==> src/rtl/feeder_pkg.sv <==
// Shared types and constants for the UART-driven instruction feeder.
package feeder_pkg;

    typedef enum logic [1:0] {RX, ISSUE, DRAIN, TX} state_t;

    localparam int unsigned BYTES_PER_WORD = 4;
    localparam int unsigned BYTE_W         = 8;
    localparam int unsigned WORD_W         = BYTES_PER_WORD * BYTE_W;
    localparam int unsigned BCNT_W         = $clog2(BYTES_PER_WORD);
    localparam int unsigned DRAIN_W        = 4;

    localparam logic [WORD_W-1:0] NOP_ADDI = 32'h0000_0013;

endpackage

==> src/rtl/uart_inst_feeder_word_serializer.sv <==
// Emits a loaded 32-bit word as four little-endian bytes over a valid/ready link.
module word_serializer
    import feeder_pkg::*;
(
    input  logic              clk,
    input  logic              reset,
    input  logic              load,
    input  logic [WORD_W-1:0] load_word,
    output logic [BYTE_W-1:0] tx_data,
    output logic              tx_valid,
    input  logic              tx_ready,
    output logic              done_c
);

    logic [WORD_W-1:0] shift;
    logic [BCNT_W-1:0] cnt;
    logic              xfer_c;

    assign xfer_c  = tx_valid && tx_ready;
    assign done_c  = xfer_c && (cnt == BCNT_W'(BYTES_PER_WORD - 1));
    assign tx_data = shift[BYTE_W-1:0];

    // Load wins over a transfer; the byte on tx_data only moves when accepted.
    always_ff @(posedge clk) begin
        if (reset) begin
            shift    <= '0;
            cnt      <= '0;
            tx_valid <= 1'b0;
        end else if (load) begin
            shift    <= load_word;
            cnt      <= '0;
            tx_valid <= 1'b1;
        end else if (xfer_c) begin
            shift <= shift >> BYTE_W;
            cnt   <= cnt + BCNT_W'(1);
            if (done_c) begin
                tx_valid <= 1'b0;
            end
        end
    end

endmodule

==> src/rtl/uart_inst_feeder.sv <==
// Assembles an instruction from UART bytes, issues it to the CPU for one fetch
// cycle, drains with NOPs, then returns the sampled result word over UART.
module uart_inst_feeder
    import feeder_pkg::*;
#(
    parameter logic [31:0] NOP_INST     = NOP_ADDI,
    parameter int unsigned DRAIN_CYCLES = 5
) (
    input  logic        clk,
    input  logic        reset,
    input  logic [7:0]  rx_data,
    input  logic        rx_valid,
    output logic        rx_ready,
    input  logic [31:0] inst_mem_in,
    output logic [31:0] inst_mem_out,
    input  logic [31:0] result_word,
    output logic [7:0]  tx_data,
    output logic        tx_valid,
    input  logic        tx_ready,
    output logic        busy
);

    state_t              state, state_d;
    logic [BCNT_W-1:0]   byte_cnt, byte_cnt_d;
    logic [DRAIN_W-1:0]  drain_cnt, drain_cnt_d;
    logic [WORD_W-1:0]   asm_word, asm_word_d;
    logic [WORD_W-1:0]   inst_d;
    logic                rx_ready_d, busy_d;
    logic                accept_c, load_c, done_c;
    logic                pc_unused;

    // The CPU PC never selects anything; this block is the only instruction source.
    assign pc_unused = ^inst_mem_in;

    assign accept_c = (state == RX) && rx_valid && rx_ready;

    always_ff @(posedge clk) begin
        if (reset) begin
            state        <= RX;
            byte_cnt     <= '0;
            drain_cnt    <= '0;
            asm_word     <= '0;
            inst_mem_out <= NOP_INST;
            rx_ready     <= 1'b1;
            busy         <= 1'b0;
        end else begin
            state        <= state_d;
            byte_cnt     <= byte_cnt_d;
            drain_cnt    <= drain_cnt_d;
            asm_word     <= asm_word_d;
            inst_mem_out <= inst_d;
            rx_ready     <= rx_ready_d;
            busy         <= busy_d;
        end
    end

    // Next state plus next values of the registered outputs.
    always_comb begin
        state_d     = state;
        byte_cnt_d  = byte_cnt;
        drain_cnt_d = drain_cnt;
        asm_word_d  = asm_word;
        inst_d      = NOP_INST;
        load_c      = 1'b0;

        unique case (state)
            RX: begin
                if (accept_c) begin
                    for (int unsigned k = 0; k < BYTES_PER_WORD; k++) begin
                        if (byte_cnt == BCNT_W'(k)) begin
                            asm_word_d[k*BYTE_W +: BYTE_W] = rx_data;
                        end
                    end
                    if (byte_cnt == BCNT_W'(BYTES_PER_WORD - 1)) begin
                        byte_cnt_d = '0;
                        state_d    = ISSUE;
                        inst_d     = asm_word_d;
                    end else begin
                        byte_cnt_d = byte_cnt + BCNT_W'(1);
                    end
                end
            end
            ISSUE: begin
                drain_cnt_d = '0;
                state_d     = DRAIN;
            end
            DRAIN: begin
                if (drain_cnt == DRAIN_W'(DRAIN_CYCLES - 1)) begin
                    load_c  = 1'b1;
                    state_d = TX;
                end else begin
                    drain_cnt_d = drain_cnt + DRAIN_W'(1);
                end
            end
            TX: begin
                if (done_c) begin
                    state_d = RX;
                end
            end
            default: state_d = RX;
        endcase

        rx_ready_d = (state_d == RX);
        busy_d     = (state_d != RX);
    end

    word_serializer u_ser (
        .clk       (clk),
        .reset     (reset),
        .load      (load_c),
        .load_word (result_word),
        .tx_data   (tx_data),
        .tx_valid  (tx_valid),
        .tx_ready  (tx_ready),
        .done_c    (done_c)
    );

endmodule
==> config.mk <==
export PLATFORM = sky130hd
export DESIGN_NAME = uart_inst_feeder
export DESIGN_NICKNAME = d
export VERILOG_FILES = /design/src/rtl/feeder_pkg.sv /design/src/rtl/uart_inst_feeder_word_serializer.sv /design/src/rtl/uart_inst_feeder.sv
export SDC_FILE = /design/constraint.sdc
export NUM_CORES = 1
export LEC_CHECK = 0
export ABC_CLOCK_PERIOD_IN_PS = 1800
export BUFFER_PORTS_ARGS = -buffer_cell sky130_fd_sc_hd__clkbuf_2
export CAP_MARGIN = 20
export CORE_MARGIN = 4
export CORE_UTILIZATION = 40
export DETAILED_ROUTE_END_ITERATION = 6
export PLACE_DENSITY = 0.61
export SLEW_MARGIN = 20
export SYNTH_ARGS = -nofsm -noshare
export SYNTH_HDL_FRONTEND = slang
export SYNTH_SLANG_ARGS = --single-unit
==> constraint.sdc <==
create_clock -name clk -period 1.8 [get_ports clk]
set_input_delay 0.36 -clock clk [delete_from_list [all_inputs] [get_ports clk]]
set_output_delay 0.36 -clock clk [all_outputs]
set_load 0.05 [all_outputs]
==> run_results.csv <==
group,metric,value,unit
outcome,status,"complete, no violations",
global_routing,grt_pass1_wl,15200,µm
critical_path,cp-start-kind,"flop",
timing,clock_skew,0.0121,ns
timing,whs,0.227,ns
logic_synthesis,synth_common_cells,"dfxtp_1, mux2i_1, a21oi_1, nand2_1, nor2_1",
finish,seq_area,0.00202,mm²
detailed_routing,drtIter0Drc,133,
critical_path,cp.required,2.05,ns
critical_path,r2r_cells,6,
cts,numCtsBuffers,9,
logic_synthesis,synth-adder-area-share,2.11,%
power,ir_worst_vdd,0.329,mV
logic_synthesis,yosysSeqAreaShare,48.8,%
timing,worst_pin_slew,0.488,ns
logic_synthesis,avgSynthCellArea,9.98,µm²
global_routing,grt_antenna_before_repair,0,
critical_path,crit_family,"simple AND/OR/NAND/NOR gates",
global_routing,grtUsageTotal,16.1,%
logic_synthesis,netlist_instances,415,
logic_synthesis,synth_flop_cell,"dfxtp_1",
finish,final_util,49.1,%
floorplanning,fp.dieH,110,µm
hold_path,whs_path_depth,3,
placement,pre_cts_slack,0.0759,ns
timing,drv_slew,0,
logic_synthesis,synth_most_common_cell,"dfxtp_1",
power,powerDensity,826,mW/mm²
floorplanning,rows,36,
timing,finalHoldViolCount,0,
cts,cts.clk_slew.worst_paths,0.09,ns
placement,gp_congestion,0.772,
finish,antenna_cells,0,
critical_path,critPathKind,"flop to flop",
logic_synthesis,synth_top_family_by_area,"multiplexers",
critical_path,worst-path-buf-inv,2,
floorplanning,start_util,41.8,%
critical_path,worstPathMaxFanout,25,
cts,h-tree-depth,3,
timing,period_share,87.6,%
critical_path,reg2reg_to,"u_ser.shift[10]",
hold_path,hold_path.class,"input pin to flop",
cts,cts_tree,"done",
timing,rsz0062_at_grt,"false",
detailed_routing,drtPass1Iterations,5,
placement,hpwl,6400,µm
detailed_routing,drc,0,
floorplanning,die_x,110,µm
critical_path,arrival,1.82,ns
global_routing,grt_pass1_vias,3108,
timing,fin_setup_tns,0,ns
critical_path,cp_slowest_stage_delay,0.42,ns
finish,nets,571,
floorplanning,pin_count,119,
hold_path,min_from,"result_word[31]",
detailed_routing,wl_per_cell,14.9,µm
floorplanning,dieArea,0.0120,mm²
critical_path,crit_slowest_cell,"dfxtp_1",
logic_synthesis,yosys.area_share.simple,12.7,%
timing,fmaxAchievable,0.634,GHz
logic_synthesis,yosysTopAreaCell,"dfxtp_1",
cts,clock-sinks,101,
logic_synthesis,ys_warn_count,0,
cts,cts_post_setup_buffers_inserted,0,
logic_synthesis,synth-seq-cells,101,
floorplanning,core_area,0.00991,mm²
cts,clkLatencyLatePin,0.36,ns
finish,drive_above_1_share,25.8,%
run,maxCapViolations,0,
logic_synthesis,synth-xor-area-share,0.211,%
logic_synthesis,synth_compound_gate_area_share,12.3,%
cts,clock_path_buffers,2,
finish,fillers,971,
finish,syn_to_final_growth,17.5,%
detailed_routing,viasPerCell,5.09,
detailed_routing,ant_nets,0,
logic_synthesis,synthDistinctLibCells,36,
global_routing,overflow,0,
logic_synthesis,synth_top_area_share,48.8,%
detailed_routing,vias,3189,
critical_path,timing.rr.start,"drain_cnt[0]",
timing,slew_headroom,67.4,%
power,leakagePower,2.25,nW
critical_path,path_cells,"inv_1, ha_1, and3b_2, nand2_1, buf_12, a21oi_1",
placement,portBuffers,86,
placement,dpl.cell_count,610,
cts,cts_root_buf,"clkbuf_8",
logic_synthesis,syn-cell-area,0.00414,mm²
detailed_routing,drt_wl_total,9340,µm
global_routing,grt_max_degree,36,
logic_synthesis,async_reset_ff_share,0,%
finish,multi_input_area,0.00187,mm²
timing,timing.final.ws_setup,0.222,ns
logic_synthesis,muxShareOfSynthArea,17.6,%
timing,setup_viol,0,
logic_synthesis,synth_fp_nets,498,
logic_synthesis,synth_edf_count,0,
critical_path,end_kind,"flop",
critical_path,ff2ff_setup_slack,0.22,ns
logic_synthesis,synthTopCellsByArea,"dfxtp_1, mux2i_1, o31ai_1",
finish,stdcell_count,626,
timing,min_period,1.58,ns
hold_path,min_to,"u_ser.shift[31]",
## worst reg2reg max path, stage by stage, from the launching register on
cell	delay [ns]
dfxtp_1	0.42
inv_1	0.08
ha_1	0.23
and3b_2	0.32
nand2_1	0.14
buf_12	0.18
a21oi_1	0.09
## per-stage QoR
step           power (mW)  cell area (µm²)
2_1_floorplan        2.53             4140
3_3_place_gp         2.65             4680
3_5_place_dp         2.66             4680
4_1_cts              4.06             4870
5_1_grt              4.18             4870
6_report             4.02             4870
## worst max-delay path by stage
stage                    from               to  cells past startpoint
6_report         drain_cnt[0]  u_ser.shift[10]                      6
5_1_grt          drain_cnt[0]   u_ser.shift[1]                      6
4_1_cts          drain_cnt[0]  u_ser.shift[21]                      6
3_5_place_dp     drain_cnt[0]  u_ser.shift[21]                      6
3_3_place_gp     drain_cnt[0]   u_ser.tx_valid                      6
2_1_floorplan  u_ser.tx_valid     u_ser.cnt[0]                      4
## where the power goes
part | switching, mW | internal, mW
Combinational | 0.180 | 0.141
Sequential | 0.0171 | 2.26
Clock | 0.774 | 0.644
## cell type report
type	instances	area share, %
Clock buffer	10	2.62
Clock inverter	6	1.29
Inverter	6	0.463
Multi-Input combinational cell	268	38.3
Sequential cell	101	41.5
Tap cell	133	3.42
Timing Repair Buffer	102	12.3
## flip-flops by register name (all words and copies together), names as in the netlist
name and count:
drain_cnt 4, state 2, u_ser.shift 32, rx_ready 1, busy 1, asm_word 24
inst_mem_out 32, byte_cnt 2, u_ser.cnt 2, u_ser.tx_valid 1
## cell usage in the layout (no fill, tap or decap), drive strengths merged, types with 2 or more instances in the layout
cell type	netlist	layout
nand3b	2	2
a2111oi	2	2
a21oi	37	37
clkinv	0	4
buf	33	16
nand3	14	14
inv	6	7
nand2	42	42
and2	6	6
clkbuf	7	96
mux2i	73	73
nor3	3	3
o31ai	25	25
ha	7	7
o211ai	10	10
nor2b	2	2
nand2b	7	7
nor2	27	27
dfxtp	101	101
## logic make-up after synthesis
kind of cell    count (synthesis)
simple gates                  107
buf+inv                        46
mux                            73
flops                         101
xor+xnor                        1
compound gates                 80
fa+ha+maj                       7
## per-layer routing
metal	part of all wire, %	track usage (%)	up-vias
met2	45	23.6	61
met3	3.9	2.58	11
met4	1.6	7.66	0
li1	-	-	1596
met1	50	23.0	1521
met5	0	0	-
## repair_timing
item	in CTS	in global routing
gates resized for setup	0	1
hold buffers	0	0
setup endpoints to repair	0	25
(Power assumes the default switching activity.)
